<file path="src/rtl/register_dump_engine.sv">
// Register dump engine: walks a register range through one RF read port
// and streams each value out over valid/ready with a running XOR checksum.
module register_dump_engine #(
  parameter int DATA_WIDTH = 32,
  parameter int ADDR_WIDTH = 5
) (
  input  logic                  clk,
  input  logic                  resetN,
  input  logic                  start,
  input  logic [ADDR_WIDTH-1:0] firstReg,
  input  logic [ADDR_WIDTH-1:0] lastReg,
  output logic [ADDR_WIDTH-1:0] rfReadAddr,
  input  logic [DATA_WIDTH-1:0] rfReadData,
  output logic                  dumpValid,
  input  logic                  dumpReady,
  output logic [ADDR_WIDTH-1:0] dumpAddr,
  output logic [DATA_WIDTH-1:0] dumpData,
  output logic                  busy,
  output logic                  done,
  output logic                  rangeError,
  output logic [DATA_WIDTH-1:0] checksum
);

  typedef enum logic [1:0] {
    IDLE,
    READ,
    SEND,
    FINISH
  } state_t;

  state_t                state_q;
  logic [ADDR_WIDTH-1:0] cursor_q;
  logic [ADDR_WIDTH-1:0] cursor_d;
  logic [ADDR_WIDTH-1:0] limit_q;
  logic [ADDR_WIDTH-1:0] rf_addr_q;
  logic [ADDR_WIDTH-1:0] dump_addr_q;
  logic [DATA_WIDTH-1:0] dump_data_q;
  logic [DATA_WIDTH-1:0] checksum_q;
  logic                  valid_q;
  logic                  busy_q;
  logic                  done_q;
  logic                  rerr_q;

  assign cursor_d = cursor_q + {{(ADDR_WIDTH-1){1'b0}}, 1'b1};

  always_ff @(posedge clk or negedge resetN) begin
    if (!resetN) begin
      state_q     <= IDLE;
      cursor_q    <= '0;
      limit_q     <= '0;
      rf_addr_q   <= '0;
      dump_addr_q <= '0;
      dump_data_q <= '0;
      checksum_q  <= '0;
      valid_q     <= 1'b0;
      busy_q      <= 1'b0;
      done_q      <= 1'b0;
      rerr_q      <= 1'b0;
    end else begin
      done_q <= 1'b0;
      unique case (state_q)
        IDLE: begin
          if (start) begin
            cursor_q   <= firstReg;
            limit_q    <= lastReg;
            checksum_q <= '0;
            busy_q     <= 1'b1;
            if (firstReg <= lastReg) begin
              rerr_q    <= 1'b0;
              rf_addr_q <= firstReg;
              state_q   <= READ;
            end else begin
              rerr_q  <= 1'b1;
              done_q  <= 1'b1;
              state_q <= FINISH;
            end
          end
        end
        READ: begin
          dump_data_q <= rfReadData;
          dump_addr_q <= cursor_q;
          rf_addr_q   <= '0;
          valid_q     <= 1'b1;
          state_q     <= SEND;
        end
        SEND: begin
          if (dumpReady) begin
            valid_q    <= 1'b0;
            checksum_q <= checksum_q ^ dump_data_q;
            // compare before increment so a 0..max range never wraps
            if (cursor_q == limit_q) begin
              done_q  <= 1'b1;
              state_q <= FINISH;
            end else begin
              cursor_q  <= cursor_d;
              rf_addr_q <= cursor_d;
              state_q   <= READ;
            end
          end
        end
        FINISH: begin
          busy_q  <= 1'b0;
          state_q <= IDLE;
        end
      endcase
    end
  end

  assign rfReadAddr = rf_addr_q;
  assign dumpValid  = valid_q;
  assign dumpAddr   = dump_addr_q;
  assign dumpData   = dump_data_q;
  assign busy       = busy_q;
  assign done       = done_q;
  assign rangeError = rerr_q;
  assign checksum   = checksum_q;

endmodule

</file>
<file path="config.mk">
export PLATFORM = sky130hd
export DESIGN_NAME = register_dump_engine
export DESIGN_NICKNAME = d
export VERILOG_FILES = /design/src/rtl/register_dump_engine.sv
export SDC_FILE = /design/constraint.sdc
export NUM_CORES = 1
export LEC_CHECK = 0
export BUFFER_PORTS_ARGS = -buffer_cell sky130_fd_sc_hd__buf_2
export CAP_MARGIN = 5
export CORE_MARGIN = 2
export CORE_UTILIZATION = 51
export CTS_CLUSTER_SIZE = 40
export DETAILED_ROUTE_END_ITERATION = 12
export GPL_ROUTABILITY_DRIVEN = 0
export PLACE_DENSITY = 0.86
export SLEW_MARGIN = 40
export SYNTH_ARGS = -nofsm -noshare
export SYNTH_HDL_FRONTEND = slang
export SYNTH_SLANG_ARGS = --single-unit
</file>
<file path="constraint.sdc">
create_clock -name clk -period 2.8 [get_ports clk]
set_clock_uncertainty 0.2 [all_clocks]
set_input_delay 0.42 -clock clk [delete_from_list [all_inputs] [get_ports clk]]
set_output_delay 0.42 -clock clk [all_outputs]
set_load 0.05 [all_outputs]
</file>
Yosys cells after proc, flatten, opt, wreduce, memory -nomap -nowiden
Index checks and enable logic that the tools add are counted.
{ "word_totals": {"register_bits": 90, "input_bits": 46, "out_inout_bits": 78} }
{ "classes": {"n_addsub": 1, "magnitude_cmp": 1, "eq_ne": 8, "mux": 24, "bitwise": 1, "n_reduce_logical": 12} }
{ "op_table": {"columns": ["op", "count"], "rows": [
  ["two-way mux 32 bit", 2],
  ["case mux 32 bit (2 select lines)", 1],
  ["bitwise XOR 32 bit", 1],
  ["two-way mux 5 bit", 5],
  ["case mux 5 bit (3 select lines)", 1],
  ["case mux 5 bit (2 select lines)", 1],
  ["two-way mux 2 bit", 4],
  ["inequality test 2 bit, second input constant", 4],
  ["case mux 2 bit (4 select lines)", 1],
  ["AND reduction 2 bit", 4],
  ["two-way mux 1 bit", 6],
  ["case mux 1 bit (2 select lines)", 3],
  ["nonzero test 2 bit", 3],
  ["adder 5 x 1 -> 5 bit, second input constant", 1],
  ["== test 5 bit", 1],
  ["less-or-equal comparator 5 bit", 1],
  ["AND reduction 5 bit", 1],
  ["== test 2 bit, second input constant", 2],
  ["AND reduction 4 bit", 1],
  ["AND reduction 3 bit", 1],
  ["nonzero test 3 bit", 1],
  ["== test 2 x 1 -> 1 bit, second input constant", 1],
  ["logical NOT 2 bit", 1]
]} }

Depth between registers and ports, before layout
Gate-level depths: netlist of the first run.
{ "logic_depth": {"ltp_word": 4, "mapped_depth": 9, "ltp_nobuf": 7} }

Worst setup path before layout of the first run
OpenSTA, ideal clock, no wires.
{ "synth_timing": {"path_type": "in2reg", "start": "in lastReg[3]", "end": "reg rf_addr_q[0] (netlist: rfReadAddr[0])", "setup_time_ns": 0.125, "arrival_ns": 1.903, "t_required_ns": 2.475, "slack_ns": 0.572, "stages": 7, "path_buffers": 0, "path_cell_list": "inv_1 ha_1 and3_1 a31o_2 a31oi_1 nor3_4 mux2_4"} }
{ "synth_via": {"elab_chain_len": 3} }
{ "synth_lines": {"columns": ["element", "line_no", "rtl"], "rows": [
  ["start, declared", "11", "input logic [ADDR_WIDTH-1:0] lastReg,"],
  ["less-or-equal comparator 5 bit", "68", "if (firstReg <= lastReg) begin"],
  ["inequality test 2 bit (no line)", null, null],
  ["AND reduction 5 bit (no line)", null, null],
  ["end signal, assigned", "70", "rf_addr_q <= firstReg;"],
  ["end signal, assigned", "96", "rf_addr_q <= cursor_d;"],
  ["end, declared", "35", "logic [ADDR_WIDTH-1:0] rf_addr_q;"]
]} }
Every way passes these cells.
A chain may end at the register's enable or synchronous reset.

Final worst setup path of the first run
{ "layout_timing": {"start": "reg state_q[0]", "end": "reg rf_addr_q[1] (netlist: rfReadAddr[1])"} }
{ "layout_via": {"elab_chain_len": 3} }
{ "layout_lines": {"columns": ["element", "line_no", "rtl"], "rows": [
  ["start, declared", "31", "state_t state_q;"],
  ["start signal, assigned", "48", "state_q <= IDLE;"],
  ["start signal, assigned", "71", "state_q <= READ;"],
  ["start signal, assigned", "75", "state_q <= FINISH;"],
  ["== test 2 bit, or another cell as far along", "61", "unique case (state_q)"],
  ["inequality test 2 bit (no line) / nonzero test 3 bit (equally long branches)", null, null],
  ["AND reduction 5 bit (no line)", null, null]
]} }
Parallel ways exist; a longest one is shown, timed or not.

==> impl_metrics.yaml, run 1 <==
synth:
  netlist_instances: 350
  ys_ff_latch: 90
  synth_fa_ha_area_frac: 0.0310
  synthTopCellsByArea: "dfrtp_1, mux2_2, xor2_1"
  yosysWarnings: 0
  syn_nets: 406
  synth_top_family_by_area: "multiplexers"
  synth_simple_gate_area_frac: 0.107
  synth.area.mux_share: 0.133
  yosys.area.top_type: "dfrtp_1"
  yosysUniqueCellTypes: 35
  syn_area_um2: 4040
  synth_top_area_share: 0.558
  synth_commonest_cells: "dfrtp_1, nand2_1, mux2_2"
  synth-async-reset-ratio: 1.00
  synth_xor_area_frac: 0.0867
  synth_compound_area_frac: 0.0511
  synth_seq_area_share: 0.558
  synth_edf_count: 0
  synth.avg_cell_area_um2: 11.5
  synth_ff_type: "dfrtp_1"
  post-synth-top-count-cell: "dfrtp_1"
setup_path:
  reg2reg_depth: 7
  critPathRequiredTime_ns: 2.84
  cp-end-kind: "register"
  worstSetupStartpointType: "register"
  crit_type: "register to register"
  crit_fanout: 9
  cp-startpoint: "state_q[0]"
  r2r_start: "state_q[0]"
  crit_arrival_ns: 2.47
  r2r_slack_ns: 0.37
detailed_routing:
  drc_errors: 0
  drtIter0Drc: 110
  drt-total-wl_mm: 8.42
  ant_nets: 0
  vias: 2910
  avgViaCountPerCell: 5.02
  dr.pass1.iters: 4
  wl_per_cell_um: 14.5
placed_design:
  io_buffer_count: 123
  placed_cells: 565
  dpl.hpwl_mm: 6.14
  dpl_cell_area_um2: 4790
global_route:
  grt_pass1_vias: 2975
  grt_pass1_wl_mm: 13.9
  grt.total_usage: 0.204
  grt_max_degree: 56
  grt-ovfl-total: 0
  antenna_found_initial: 0
floorplanning:
  die-area_um2: 8650
  chipWidth_um: 93.0
  fp-row-count: 32
  start_util: 0.525
  fp.dieH_um: 93.0
  coreArea_um2: 7690
  io_pins: 124
cts:
  clk_pin_slew_ns: 0.09
  clock-sinks: 90
  ctsHtreeMaxLevel: 3
  numCtsBuffers: 9
  cts_tree: "done"
  clk_path_buf_depth: 2
  cts_root_buf: "clkbuf_8"
  clk_latency_ns: 0.35
final_layout:
  instances_no_fill: 580
  drive_gt1_frac: 0.414
  num_antenna_cells: 0
  syn_to_final_growth_pct: 24.4
  nFillCells: 648
  final_nets: 531
  post-route-cell-area_um2: 5020
timing:
  worstMarginPinSlew_ns: 0.705
  post-route-min-period_ns: 2.43
  holdWs_ns: 0.0962
  setup_tns_ns: 0
  final_max_slew_viol_count: 0
  setup_viol: 0
  hold_viol_final: 0
  maxSlewHeadroom: 0.530
  fmax_ghz: 0.411
  grt_setup_unrepaired: "false"
  finalCritPeriodShare: 0.868
job:
  max_cap_violations: 0
hold_path:
  hold_depth: 2
  hp-class: "primary input to register"
  worstHoldStart: "rfReadData[19]"
run_status:
  status: "completed"
-- area by class of cell --
class / count / area, µm² / share of cell area
Sequential cell: 90 / 2250 / 0.448
Multi-Input combinational cell: 229 / 1660 / 0.331
Timing Repair Buffer: 131 / 706 / 0.140
Clock buffer: 12 / 165 / 0.0329
Tap cell: 102 / 128 / 0.0254
Clock inverter: 2 / 60.1 / 0.0120
Inverter: 14 / 52.6 / 0.0105
-- cells in the final DEF (no fill, tap or decap), types with 2 or more instances in the layout --
master       n
inv_1       14
bufinv_16    2
o21ai_0     17
a31oi_1      4
nand2_1     44
nor2_1      35
clkbuf_8    12
dfrtp_1     90
buf_12       2
xnor2_1      3
mux2_2      40
ha_1         9
buf_4        6
mux2_4       5
nand3_1      9
xor2_1      37
buf_2      122
nor2_2       2
a21oi_1      6
o22ai_1      2
-- worst paths after layout --
kind	endpoint
max	rfReadAddr[1]
min	dumpData[19]
max reg2reg	rfReadAddr[1]
min reg2reg	rangeError
max in group asynchronous	dumpData[7]
min in group asynchronous	dumpData[29]
-- what timing repair did --
item	CTS	global route
setup endpoints to repair	0	0
hold endpoints to repair	54	0
resized for setup	0	0
setup buffers	0	0
hold buffers	1	0
-- layer usage --
layer | GRT usage | routed length, µm | up-vias
li1 | - | - | 1397
met1 | 0.263 | 3630 | 1400
met5 | 0 | 0 | -
met4 | 0.0613 | 101 | 0
met2 | 0.356 | 4230 | 103
met3 | 0.0355 | 456 | 10
-- registers in the layout (all words and copies together) (netlist names) --
| name | flops |
|---|---|
| dumpAddr | 5 |
| cursor_q | 5 |
| state_q | 2 |
| limit_q | 5 |
| done | 1 |
| rangeError | 1 |
| dumpValid | 1 |
| busy | 1 |
| dumpData | 32 |
| rfReadAddr | 5 |
| checksum | 32 |
-- cell families (layout without fill, tap and decap cells) --
logic type / after synthesis / count (layout)
compound gates: 35 / 35
xor+xnor: 40 / 40
fa+ha+maj: 10 / 10
buf+inv: 31 / 159
flops: 90 / 90
mux: 46 / 46
simple gates: 98 / 98
-- metrics by stage --
step,util,setup WS [ns]
finish,0.654,0.369
global route,0.654,0.256
CTS,0.654,0.393
detailed placement,0.623,0.402
global placement,0.623,0.453
floorplan,-,0.572
-- worst max-delay path: stages (launching register included) --
cell and delay [ns]:
dfrtp_1 0.39, inv_1 0.09, ha_1 0.32, nor2b_4 0.19, a21oi_1 0.30, o21ai_1 0.17
nor3_4 0.33, mux2_4 0.34
Power of run 1 is left out: the tool's default activity adds up to more than one toggle a clock period on the data nets, which glitch-free logic cannot reach.
==> inputs of run 2 (changes only) <==
- PLACE_DENSITY: 0.86 -> unset
- PLACE_DENSITY_LB_ADDON: unset -> 0.12
==> run 2 against run 1 <==
  * Utilization is 0.44 points lower
  * Highest routed layer unchanged
  * Via count grew 0.52%
  * Register-to-register slack better by 0.10 ns
  * Non-clock buffer count unchanged
  * Maximum frequency grew 4.4%
  * Global-route usage up 0.13 points
  * Critical endpoint is now rfReadAddr[3]
==> impl_metrics.yaml, run 2 (synthesized netlist as in run 1, its figures left out) <==
timing:
  final_max_slew_viol_count: 0
  grt_setup_unrepaired: "false"
  maxSlewHeadroom: 0.622
  setup_tns_ns: 0
  post-route-min-period_ns: 2.33
  hold_viol_final: 0
  worstMarginPinSlew_ns: 0.567
  setup_viol: 0
  finalCritPeriodShare: 0.831
  fmax_ghz: 0.430
floorplanning:
  die-area_um2: 8650
  fp.dieH_um: 93.0
  fp-row-count: 32
  io_pins: 124
  start_util: 0.525
  chipWidth_um: 93.0
  coreArea_um2: 7690
hold_path:
  hp-class: "primary input to register"
  worstHoldStart: "rfReadData[20]"
final_layout:
  layout_common_cells: "buf_2, dfrtp_1, nand2_1, mux2_2, xor2_1"
  multi_input_area_um2: 1660
  final_common_cell: "buf_2"
  seq_area_um2: 2250
  syn_to_final_growth_pct: 23.6
  num_antenna_cells: 0
  nFillCells: 659
  final_nets: 531
  drive_gt1_frac: 0.415
cts:
  clock-sinks: 90
  cts.repair.resized: 0
  cts_root_buf: "clkbuf_8"
  cts_tree: "done"
  cts_setup_buffers: 0
  clk_pin_slew_ns: 0.09
  clk_path_buf_depth: 2
  cts_hold_buf: 1
  ctsHtreeMaxLevel: 3
  numCtsBuffers: 9
  clk_latency_ns: 0.35
run_status:
  status: "completed"
detailed_routing:
  drtIter0Drc: 78
  vias: 2925
  ant_nets: 0
  drt-total-wl_mm: 8.38
  avgViaCountPerCell: 5.03
  drc_errors: 0
  dr.pass1.iters: 4
  wl_per_cell_um: 14.4
job:
  max_cap_violations: 0
setup_path:
  crit_arrival_ns: 2.36
  r2r_start: "state_q[0]"
  worstSetupStartpointType: "register"
  reg2reg_depth: 7
  critPathRequiredTime_ns: 2.84
  cp-startpoint: "state_q[0]"
  crit_fanout: 9
  r2r-end: "rfReadAddr[3]"
  cp-endpoint: "rfReadAddr[3]"
  cp-end-kind: "register"
  crit_type: "register to register"
  r2r_slack_ns: 0.47
global_route:
  grt.total_usage: 0.206
  antenna_found_initial: 0
  grt-ovfl-total: 0
  grt_max_degree: 48
  grt_pass1_wl_mm: 13.8
  grt_pass1_vias: 2860
placed_design:
  io_buffer_count: 123
  dpl.hpwl_mm: 6.04
[run 2: changes by cell type in the layout (fill, tap and decap cells not counted), sizes merged]
cell,delta
bufinv,-2
clkbuf,+1
clkinv,+3
[run 2: area by class of cell]
| class | instances | share of cell area |
|---|---|---|
| tap | 102 | 0.0256 |
| multi-input combinational | 229 | 0.333 |
| timing repair buffer | 131 | 0.141 |
| inverter | 14 | 0.0105 |
| clock inverter | 3 | 0.00451 |
| sequential | 90 | 0.451 |
| clock buffer | 13 | 0.0338 |
[run 2: worst max-delay path: stages (launching register included)]
cell,delay (ns)
dfrtp_1,0.38
inv_1,0.08
ha_1,0.31
nor2b_4,0.18
a21oi_1,0.25
o21ai_1,0.17
nor3_4,0.32
mux2_4,0.33
[run 2: per-stage QoR]
step / cell area, µm² / std cells / utilization / setup WS (ns) / hold slack (ns)
4_1_cts: 4990 / 582 / 0.649 / 0.472 / 0.0691
2_1_floorplan: 4040 / 350 / - / 0.572 / -0.0756
3_5_place_dp: 4790 / 565 / 0.623 / 0.355 / 0.265
3_3_place_gp: 4790 / 565 / 0.623 / 0.449 / 0.255
5_1_grt: 4990 / 582 / 0.649 / 0.281 / 0.0715
6_report: 4990 / 582 / 0.649 / 0.472 / 0.0901
[run 2: worst min path at each step]
stage / end / slack, ns / cells after the start
3_3_place_gp: checksum[12] / 0.26 / 1
3_5_place_dp: checksum[8] / 0.27 / 1
4_1_cts: dumpData[13] / 0.07 / 2
6_report: dumpData[20] / 0.09 / 2
2_1_floorplan: busy / -0.08 / 0
5_1_grt: dumpData[20] / 0.07 / 2
[run 2: layer usage]
layer	track usage	wire (µm)
met4	0.0784	141
met5	0	0
met1	0.282	3850
met2	0.322	3910
met3	0.0475	477
Power of run 2 is left out for the same reason.
==> inputs of run 3 (changes only) <==
- clock period: 2.8 -> 2.4 ns (I/O delays scaled with it)
==> run 3 against run 2 <==
  * Worst setup slack lost 0.28 ns
  * Cell area increased by 1.9%
  * Critical path type unchanged
  * Utilization increased by 1.3 points
  * First-iteration DRC count grew 49%
  * Largest cell class unchanged
==> impl_metrics.yaml, run 3 (synthesized netlist as in run 1, its figures left out) <==
run_status:
  status: "completed"
cts:
  clk_pin_slew_ns: 0.09
  clock-sinks: 90
  clk_latency_ns: 0.35
  ctsHtreeMaxLevel: 3
  numCtsBuffers: 9
  cts_tree: "done"
  clk_path_buf_depth: 2
  cts_root_buf: "clkbuf_8"
floorplanning:
  die-area_um2: 8650
  fp-row-count: 32
  start_util: 0.525
  coreArea_um2: 7690
  io_pins: 124
  fp.dieH_um: 93.0
  chipWidth_um: 93.0
timing:
  post-route-min-period_ns: 2.21
  final_max_slew_viol_count: 0
  setup_tns_ns: 0
  worstMarginPinSlew_ns: 0.339
  finalCritPeriodShare: 0.919
  fmax_ghz: 0.454
  grt_setup_unrepaired: "false"
  maxSlewHeadroom: 0.773
  hold_viol_final: 0
  holdWs_ns: 0.0303
  setup_viol: 0
hold_path:
  worstHoldStart: "rfReadData[16]"
  hp-class: "primary input to register"
  hold_end: "dumpData[16]"
  hold_depth: 2
final_layout:
  syn_to_final_growth_pct: 26.0
  num_antenna_cells: 0
  drive_gt1_frac: 0.424
  multi_input_area_um2: 1670
  layout_common_cells: "buf_2, dfrtp_1, nand2_1, mux2_2, xor2_1"
  final_common_cell: "buf_2"
  seq_area_um2: 2250
  instances_no_fill: 586
  nFillCells: 659
  final_nets: 537
setup_path:
  critPathRequiredTime_ns: 2.44
  cp_top_family: "simple AND/OR/NAND/NOR gates"
  reg2reg_depth: 8
  crit_type: "register to register"
  crit_fanout: 5
  r2r_start: "state_q[0]"
  cp_cell_sequence: "inv_1 > ha_1 > nor2b_4 > a21oi_2 > o21ai_1 > nor3_4 > buf_12 > mux2_4"
  crit_arrival_ns: 2.24
  cp-end-kind: "register"
  worstSetupStartpointType: "register"
  crit_buf_inv: 2
  r2r-end: "rfReadAddr[4]"
  slowest_stage: "dfrtp_1"
  max_stage_delay_ns: 0.39
  r2r_slack_ns: 0.19
detailed_routing:
  drt-total-wl_mm: 8.32
  drtIter0Drc: 116
  vias: 2905
  ant_nets: 0
  wl_per_cell_um: 14.2
  dr.pass1.iters: 4
  avgViaCountPerCell: 4.96
  drc_errors: 0
global_route:
  grt_pass1_vias: 2800
  grt_pass1_wl_mm: 13.6
  antenna_found_initial: 0
  grt.total_usage: 0.204
  grt-ovfl-total: 0
  grt_max_degree: 48
placed_design:
  placed_cells: 570
  dpl.hpwl_mm: 6.07
  io_buffer_count: 123
job:
  max_cap_violations: 0
==> run 3: changes by cell type in the layout (fill, tap and decap cells not counted), moves of 2 or more <==
cell / previous run / this run
clkbuf_8: 12 / 10
bufinv_16: 0 / 2
buf_12: 2 / 4
buf_4: 6 / 10
clkinv_4: 2 / 0
==> run 3: per-layer routing <==
layer,up-vias,wire (µm),track usage
li1,1409,-,-
met1,1398,3810,0.276
met2,85,3910,0.323
met3,13,464,0.0387
met4,0,133,0.0882
met5,-,0,0
==> run 3: metrics by stage <==
| step | area [µm²] | setup WS [ns] | utilization |
|---|---|---|---|
| 2_1_floorplan | 4040 | 0.232 | - |
| 3_3_place_gp | 4840 | 0.165 | 0.630 |
| 3_5_place_dp | 4840 | 0.117 | 0.630 |
| 4_1_cts | 5060 | 0.101 | 0.659 |
| 5_1_grt | 5090 | 0.0669 | 0.662 |
| 6_report | 5090 | 0.195 | 0.662 |
==> run 3: cell type report <==
class | count | share of cell area
flip-flops and latches | 90 | 0.443
clock buffers | 10 | 0.0271
multi-input cells | 229 | 0.327
repair buffers | 137 | 0.152
inverters | 14 | 0.0103
clock inverters | 4 | 0.0150
well taps | 102 | 0.0251
==> run 3: how the worst max path moves through the flow <==
stage           startpoint       endpoint  cells past startpoint
2_1_floorplan   lastReg[3]  rfReadAddr[0]                      7
3_3_place_gp   firstReg[3]  rfReadAddr[0]                      7
3_5_place_dp   firstReg[4]  rfReadAddr[4]                      7
4_1_cts         state_q[0]  rfReadAddr[4]                      7
5_1_grt         state_q[0]   checksum[24]                      9
6_report        state_q[0]  rfReadAddr[4]                      8
==> run 3: worst reg2reg max path, cell delays in order (launching register included) <==
cell     delay (ns)
dfrtp_1        0.39
inv_1          0.09
ha_1           0.26
nor2b_4        0.17
a21oi_2        0.17
o21ai_1        0.16
nor3_4         0.23
buf_12         0.14
mux2_4         0.29
==> run 3: timing repair <==
item                       in CTS  in global routing
buffers inserted                0                  1
resized for setup               0                  1
setup endpoints to repair       0                  5
hold buffers                    1                  0
hold endpoints to repair       21                  0
Power of run 3 is left out for the same reason.
